$ cat config.mk
export PLATFORM = sky130hd
export DESIGN_NAME = seq_detect_prog
export DESIGN_NICKNAME = d
export VERILOG_FILES = /design/src/rtl/seq_detect_prog.sv
export SDC_FILE = /design/constraint.sdc
export NUM_CORES = 1
export LEC_CHECK = 0
export BUFFER_PORTS_ARGS = -buffer_cell sky130_fd_sc_hd__buf_2
export CORE_AREA = 2 2 39 41
export DETAILED_ROUTE_END_ITERATION = 8
export DIE_AREA = 0 0 41 43
export PLACE_DENSITY = 0.66
export SKIP_CTS_REPAIR_TIMING = 1
export SLEW_MARGIN = 10
export SYNTH_ARGS = -nofsm -noshare
export SYNTH_HDL_FRONTEND = slang
export SYNTH_SLANG_ARGS = --single-unit
$ cat constraint.sdc
create_clock -name clk -period 1.5 [get_ports clk]
set_input_delay 0.45 -clock clk [delete_from_list [all_inputs] [get_ports clk]]
set_output_delay 0.45 -clock clk [all_outputs]
set_load 0.03 [all_outputs]
$ cat src/rtl/seq_detect_prog.sv
// seq_detect_prog
//   Programmable serial bit-pattern detector. Accepts one bit per cycle when
//   x_vld is high and compares the most recent PAT_W accepted bits against a
//   run-time loadable pattern. Each hit gives a registered one-cycle match
//   pulse. Detection is overlapping (overlap=1) or non-overlapping (overlap=0).
//
//   Optional feature macro: SEQDET_COUNT_EN adds a saturating match counter
//   and the match_cnt output port.
//
// Ports
//   clk        in   rising-edge clock
//   rst_n      in   synchronous active-low reset (wins over everything)
//   x          in   serial data bit
//   x_vld      in   qualifies x
//   overlap    in   1 = overlapping, 0 = non-overlapping detection
//   pat_in     in   PAT_W  new pattern, MSB is the first bit received
//   pat_load   in   load pat_in; discards any bit offered in the same cycle
//   match      out  one-cycle pulse per hit
//   fill       out  valid history bits, saturating at PAT_W
//   match_cnt  out  CNT_W  saturating hit count (SEQDET_COUNT_EN only)

module seq_detect_prog #(
  parameter int              PAT_W   = 4,
  parameter int              CNT_W   = 8,
  parameter logic [PAT_W-1:0] RST_PAT = 4'b1001
) (
  input  logic                         clk,
  input  logic                         rst_n,
  input  logic                         x,
  input  logic                         x_vld,
  input  logic                         overlap,
  input  logic [PAT_W-1:0]             pat_in,
  input  logic                         pat_load,
  output logic                         match,
`ifdef SEQDET_COUNT_EN
  output logic [CNT_W-1:0]             match_cnt,
`endif
  output logic [$clog2(PAT_W+1)-1:0]   fill
);

  localparam int FW = $clog2(PAT_W+1);
  localparam logic [FW-1:0] FILL_FULL = FW'(PAT_W);
  localparam logic [FW-1:0] FILL_ARM  = FW'(PAT_W-1);

  if (PAT_W < 2 || PAT_W > 16 || CNT_W < 1) begin : g_bad_param
    $error("seq_detect_prog: PAT_W must be 2..16 and CNT_W >= 1");
  end

  // Only the newest PAT_W-1 bits are kept: the oldest bit of a PAT_W window
  // is shifted out on the very bit that completes the comparison, so it never
  // takes part in a hit.
  logic [PAT_W-2:0] hist_q, hist_d;
  logic [PAT_W-1:0] pat_q, pat_d;
  logic [FW-1:0]    fill_q, fill_d;
  logic             match_q, match_d;

  logic [PAT_W-1:0] cand;
  logic             accept;
  logic             hit;

  always_comb begin
    accept  = x_vld && !pat_load;
    cand    = {hist_q, x};
    hit     = accept && (fill_q >= FILL_ARM) && (cand == pat_q);

    hist_d  = hist_q;
    pat_d   = pat_q;
    fill_d  = fill_q;
    match_d = hit;

    if (pat_load) begin
      pat_d  = pat_in;
      fill_d = '0;
    end else if (x_vld) begin
      hist_d = cand[PAT_W-2:0];
      if (hit) begin
        // Overlap keeps the window armed so the hit's suffix can seed the
        // next match; non-overlap demands PAT_W fresh bits.
        fill_d = overlap ? FILL_FULL : '0;
      end else if (fill_q != FILL_FULL) begin
        fill_d = fill_q + FW'(1);
      end
    end
  end

  always_ff @(posedge clk) begin
    if (!rst_n) begin
      hist_q  <= '0;
      pat_q   <= RST_PAT;
      fill_q  <= '0;
      match_q <= 1'b0;
    end else begin
      hist_q  <= hist_d;
      pat_q   <= pat_d;
      fill_q  <= fill_d;
      match_q <= match_d;
    end
  end

  assign match = match_q;
  assign fill  = fill_q;

`ifdef SEQDET_COUNT_EN
  logic [CNT_W-1:0] cnt_q, cnt_d;

  // Counts alongside the match pulse; holds at all-ones. Pattern loads
  // leave it alone, only reset clears it.
  always_comb begin
    cnt_d = cnt_q;
    if (hit && (cnt_q != {CNT_W{1'b1}})) begin
      cnt_d = cnt_q + CNT_W'(1);
    end
  end

  always_ff @(posedge clk) begin
    if (!rst_n) begin
      cnt_q <= '0;
    end else begin
      cnt_q <= cnt_d;
    end
  end

  assign match_cnt = cnt_q;
`endif

endmodule

# --- Word-level counts from Yosys, hierarchy flattened ---
# Index checks and enable logic that the tools add are counted.
word_totals:
  regBits: 11
  latchBits: 0
  ramBits: 0
  rom_bits: 0
  inputBits: 10
  output_inout_bits: 4
  word_cells: 21
  memories: 0
classes:
  addsub: 1
  multipliers: 0
  div: 0
  magnitude_cmp: 1
  eq_ne: 2
  n_shift: 0
  mux: 3
  bitwise: 2
  reduce_logical: 8
ops:
  columns: ["cell", "n"]
  rows:
  - ["two-way mux 3 bit", 3]
  - ["== test 4 bit", 1]
  - ["AND reduction 2 bit", 2]
  - ["adder 3 x 1 -> 3 bit (second input constant)", 1]
  - [">= comparator 3 x 2 -> 1 bit (second input constant)", 1]
  - ["logical AND 1 bit", 3]
  - ["!= test 3 bit (second input constant)", 1]
  - ["NOT 1 bit", 2]
  - ["nonzero test 2 bit", 1]
  - ["OR reduction 2 bit", 1]
  - ["zero test 1 bit", 1]

# --- Longest topological paths before layout ---
depth:
  word_depth: 6
  ltp_mapped: 6

# --- Worst setup path before layout ---
# Ideal clock, no wire load.
synth_path:
  kind: "flip-flop to flip-flop"
  start: "register fill_q[0], in the netlist fill[0]"
  end: "register fill_q[0], in the netlist fill[0]"
  setup_time_ns: 0.087
  t_arrival_ns: 1.364
  setup_slack_ns: 0.049
  stages_incl_launch_ff: 6
  n_path_buf: 0
  period_less_slack_ns: 1.451
  cell_sequence: "dfxtp_1 -> inv_1 -> ha_1 -> a21boi_1 -> a21oi_1 -> o31ai_1"
synth_between:
  elab_chain_cells: 5
  word_cells_on_any_way: 9
  classes_between: "1 x add/sub; 1 x order compare; 1 x eq/ne; 2 x mux; 4 x reduce/logical"
synth_lines:
  columns: ["item", "line_no", "rtl"]
  rows:
  - ["from (decl)", "54", "logic [FW-1:0] fill_q, fill_d;"]
  - ["from (signal assigned)", "95", "fill_q <= fill_d;"]
  - [">= comparator 3 x 2 -> 1 bit", "64", "hit = accept && (fill_q >= FILL_ARM) && (cand == pat_q);"]
  - ["logical AND 1 bit (2 in series)", "64", null]
  - ["nonzero test 2 bit (no line)", null, null]
  - ["AND reduction 2 bit (no line)", null, null]
# Parallel ways exist; a longest one is shown, timed or not. The select of a mux whose other input is x is not followed.
# A chain may end at the register's enable or synchronous reset.

# --- Worst setup path in the final report ---
# Ends and elaborated chain as after synthesis.

==> summary.md <==
The run finished with clean final reports. Global-route total usage across every layer: 0.132. In the routed design, unresolved DRC markers number 0.

The smallest clock period supported by the final layout is computed as 1390 ps. After the last flow step, the layout net total stands at 87. Data on the critical path is required at its endpoint by 1690 ps. The share of cells above drive strength 1 works out to 0.288. The maximum root-to-sink buffer count was 2; the detailed-placement wirelength estimate was 730 µm.

The run gives 1 as the number of DRC markers after the initial detailed-route iteration. Among all stages on the critical path, the largest delay is contributed by sky130_fd_sc_hd__dfxtp_1. Final number of max-transition violations: 0.

The tree built by TritonCTS fans out to 11 sinks. For the worst setup path, the data arrival time is 1570 ps. Commonest non-fill, non-tap cell in the layout: sky130_fd_sc_hd__buf_2.

The H-tree depth was 1; the number of antenna repair diodes was 0. The tools report the endpoint type of the worst setup path as a register. In this run, CTS created clock tree buffers numbering 3. For the leftover overflow at the end of global routing, the log shows 0. The flip-flop and latch count after synthesis is 11. Along the worst path, the maximum fanout reaches 5.

The placer's final routability congestion estimate came out at 0.680. The leakage power summed over all cells is 0.301 nW, and the initial core utilization is 0.410. Synthesis produced a netlist with a net count of 69. The critical path contains buffers and inverters numbering 0 combined.

Instance count after placement with tap cells included: 85. The tool flagged a number of max-cap violations equal to 0. The run gives 108 ps as the placement-stage worst setup slack. Detailed routing inserted a total of 427 vias.

The post-route clock period utilization is 0.924, and the transition time of the tightest slew-check pin is 271 ps. The logs give 0.389 for the sequential fraction of the synthesis area and 14 for the total number of placement rows. Power spread over the standard cell area amounts to 878 nW/µm².

Measured along the x axis, the die boundary spans 41 µm. After layout, the design draws a total of 0.592 mW. The die covers 1760 µm². The largest single stage delay on the critical path is 350 ps. In this run the remaining antenna-violating nets after routing total 0. After routing, the total negative slack on setup checks comes to 0 ps. The tree is rooted in a sky130_fd_sc_hd__clkbuf_4. In the final routed layout, each cell accounts on average for 10.1 µm.

The most common cell type on the critical path was sky130_fd_sc_hd__ha_1. The finished layout holds 89 standard cells, fillers aside. The number of antenna violations at the first check in global routing came out at 0. In the synthesized netlist, the number of instances is 56.

The worst setup path is launched from a register. The floorplan core area is 1380 µm², and the die boundary height is 43 µm. Setup violations remaining at the end of the flow were counted as 0.

In the layout the commonest cells are sky130_fd_sc_hd__buf_2 (13), sky130_fd_sc_hd__dfxtp_1 (11), sky130_fd_sc_hd__mux2i_1 (8). The tools report the I/O pin count as 14. The run gives 270 ps as the latest clock arrival within the worst-skew pair. Input and output buffers added on the ports amount to 13.

Static timing analysis puts the maximum clock frequency at 721 MHz. The average footprint of a synthesized cell was 10.1 µm². The clock transition at the registers of the reported paths was 60 ps.

The largest net degree at the start of global routing came out at 10. During synthesis, Yosys emitted a total of 0 warnings. The min-delay analysis places its worst path in the category in -> reg. VDD sags by at most 0.532 mV. The first-pass GRT wire length is 1530 µm. Category of the critical setup timing path: reg -> reg. The tools report the count of distinct cell types in the synthesized netlist as 22.

The final hold violation count is 0, and the netlist area before placement is 567 µm². Via count of the first global-routing pass: 399. Setup repair after global routing left no endpoint under its margin. For this run, the detailed router's first-pass iteration total came to 2. Traced cell by cell, the critical path runs through ha_1 -> ha_1 -> a211oi_2 -> nor3_4 -> o31ai_1.

The final setup slack of the worst path was 113 ps. TritonCTS built the clock tree. In this design, the largest share of critical-path delay is due to compound AO/OA/AOI/OAI gates. Worst slew margin relative to its limit: 0.819. After detailed routing, the number of vias per cell comes to 4.80. Sum of routed wire length over all layers: 897 µm.

The tools report the final setup skew as 1.45 ps. The area growth from synthesis to layout is 19.0%.
## synth_stat cells
master | instances | area share
sky130_fd_sc_hd__xor2_1 | 1 | 0.015
sky130_fd_sc_hd__nand2b_1 | 1 | 0.011
sky130_fd_sc_hd__ha_1 | 3 | 0.066
sky130_fd_sc_hd__xnor2_1 | 3 | 0.046
sky130_fd_sc_hd__and3_1 | 1 | 0.011
sky130_fd_sc_hd__inv_1 | 3 | 0.020
sky130_fd_sc_hd__or3_1 | 1 | 0.011
sky130_fd_sc_hd__nor2b_1 | 5 | 0.055
sky130_fd_sc_hd__o31ai_1 | 1 | 0.013
sky130_fd_sc_hd__nor3_4 | 1 | 0.029
sky130_fd_sc_hd__and2_1 | 1 | 0.011
sky130_fd_sc_hd__nor2_1 | 3 | 0.020
sky130_fd_sc_hd__nor2b_4 | 1 | 0.024
sky130_fd_sc_hd__a21boi_1 | 1 | 0.013
sky130_fd_sc_hd__dfxtp_1 | 11 | 0.39
sky130_fd_sc_hd__nand2_1 | 5 | 0.033
sky130_fd_sc_hd__buf_6 | 1 | 0.020
sky130_fd_sc_hd__a21oi_1 | 2 | 0.018
sky130_fd_sc_hd__nor3_1 | 1 | 0.0088
sky130_fd_sc_hd__a211oi_2 | 1 | 0.022
sky130_fd_sc_hd__mux2i_1 | 8 | 0.14
sky130_fd_sc_hd__nand4_2 | 1 | 0.022
## logic make-up after synthesis
| group | after synthesis | share of synthesized area |
|---|---|---|
| buffers and inverters | 4 | 0.0397 |
| AOI/OAI and AO/OA | 5 | 0.0662 |
| and+or+nand+nor | 21 | 0.236 |
| xor gates and xnor gates | 4 | 0.0618 |
| muxes | 8 | 0.141 |
| adders and majority gates | 3 | 0.0662 |
| DFF | 11 | 0.389 |
## stage by stage
step                instance area (µm²)  utilization  hold slack [ps]
global placement                    648        0.468              486
CTS                                 674        0.487              401
floorplan                           567            -              460
detailed placement                  648        0.468              493
finish                              674        0.487              406
global route                        674        0.487              410
## report_power, final
group / leakage, nW / total [mW] / internal, mW / switching [mW]
Sequential: 0.0899 / 0.314 / 0.303 / 0.0103
Clock: 0.0150 / 0.198 / 0.103 / 0.0952
Combinational: 0.196 / 0.0804 / 0.0392 / 0.0412
## layout make-up
class	count	area [µm²]
fill	129	709
multi-input combinational	41	324
sequential	11	220
timing repair buffer	14	72.6
clock buffer	4	26.3
tap	16	20.0
inverter	3	11.3
## final timing paths
| path | start | end | slack, ps | depth (start not counted) |
|---|---|---|---|---|
| worst max-delay path | fill[0]$_SDFFE_PP0P_ | fill[0]$_SDFFE_PP0P_ | 110 | 5 |
| worst min-delay path | pat_in[3] | pat_q[3]$_SDFFE_PN1P_ | 410 | 3 |
| worst max register to register | fill[0]$_SDFFE_PP0P_ | fill[0]$_SDFFE_PP0P_ | 110 | 5 |
| worst min register to register | pat_q[3]$_SDFFE_PN1P_ | pat_q[3]$_SDFFE_PN1P_ | 510 | 2 |
## sequential cells by signal, indices dropped and copies added, names as in the netlist
register	flops
pat_q	4
match	1
fill	3
hist_q	3
## routing by layer
metal  vias up  wire (µm)  track usage
met1       186        414        0.155
met2        11        415        0.191
li1        226          -            -
met5         -          0            0
met3         4         48       0.0524
met4         0         19       0.0800
## worst register-to-register path: stages, from the launching register on
cell	delay, ps
sky130_fd_sc_hd__dfxtp_1	350
sky130_fd_sc_hd__ha_1	210
sky130_fd_sc_hd__ha_1	190
sky130_fd_sc_hd__a211oi_2	240
sky130_fd_sc_hd__nor3_4	90
sky130_fd_sc_hd__o31ai_1	220
No activity file was read; power rests on OpenSTA's default activity.
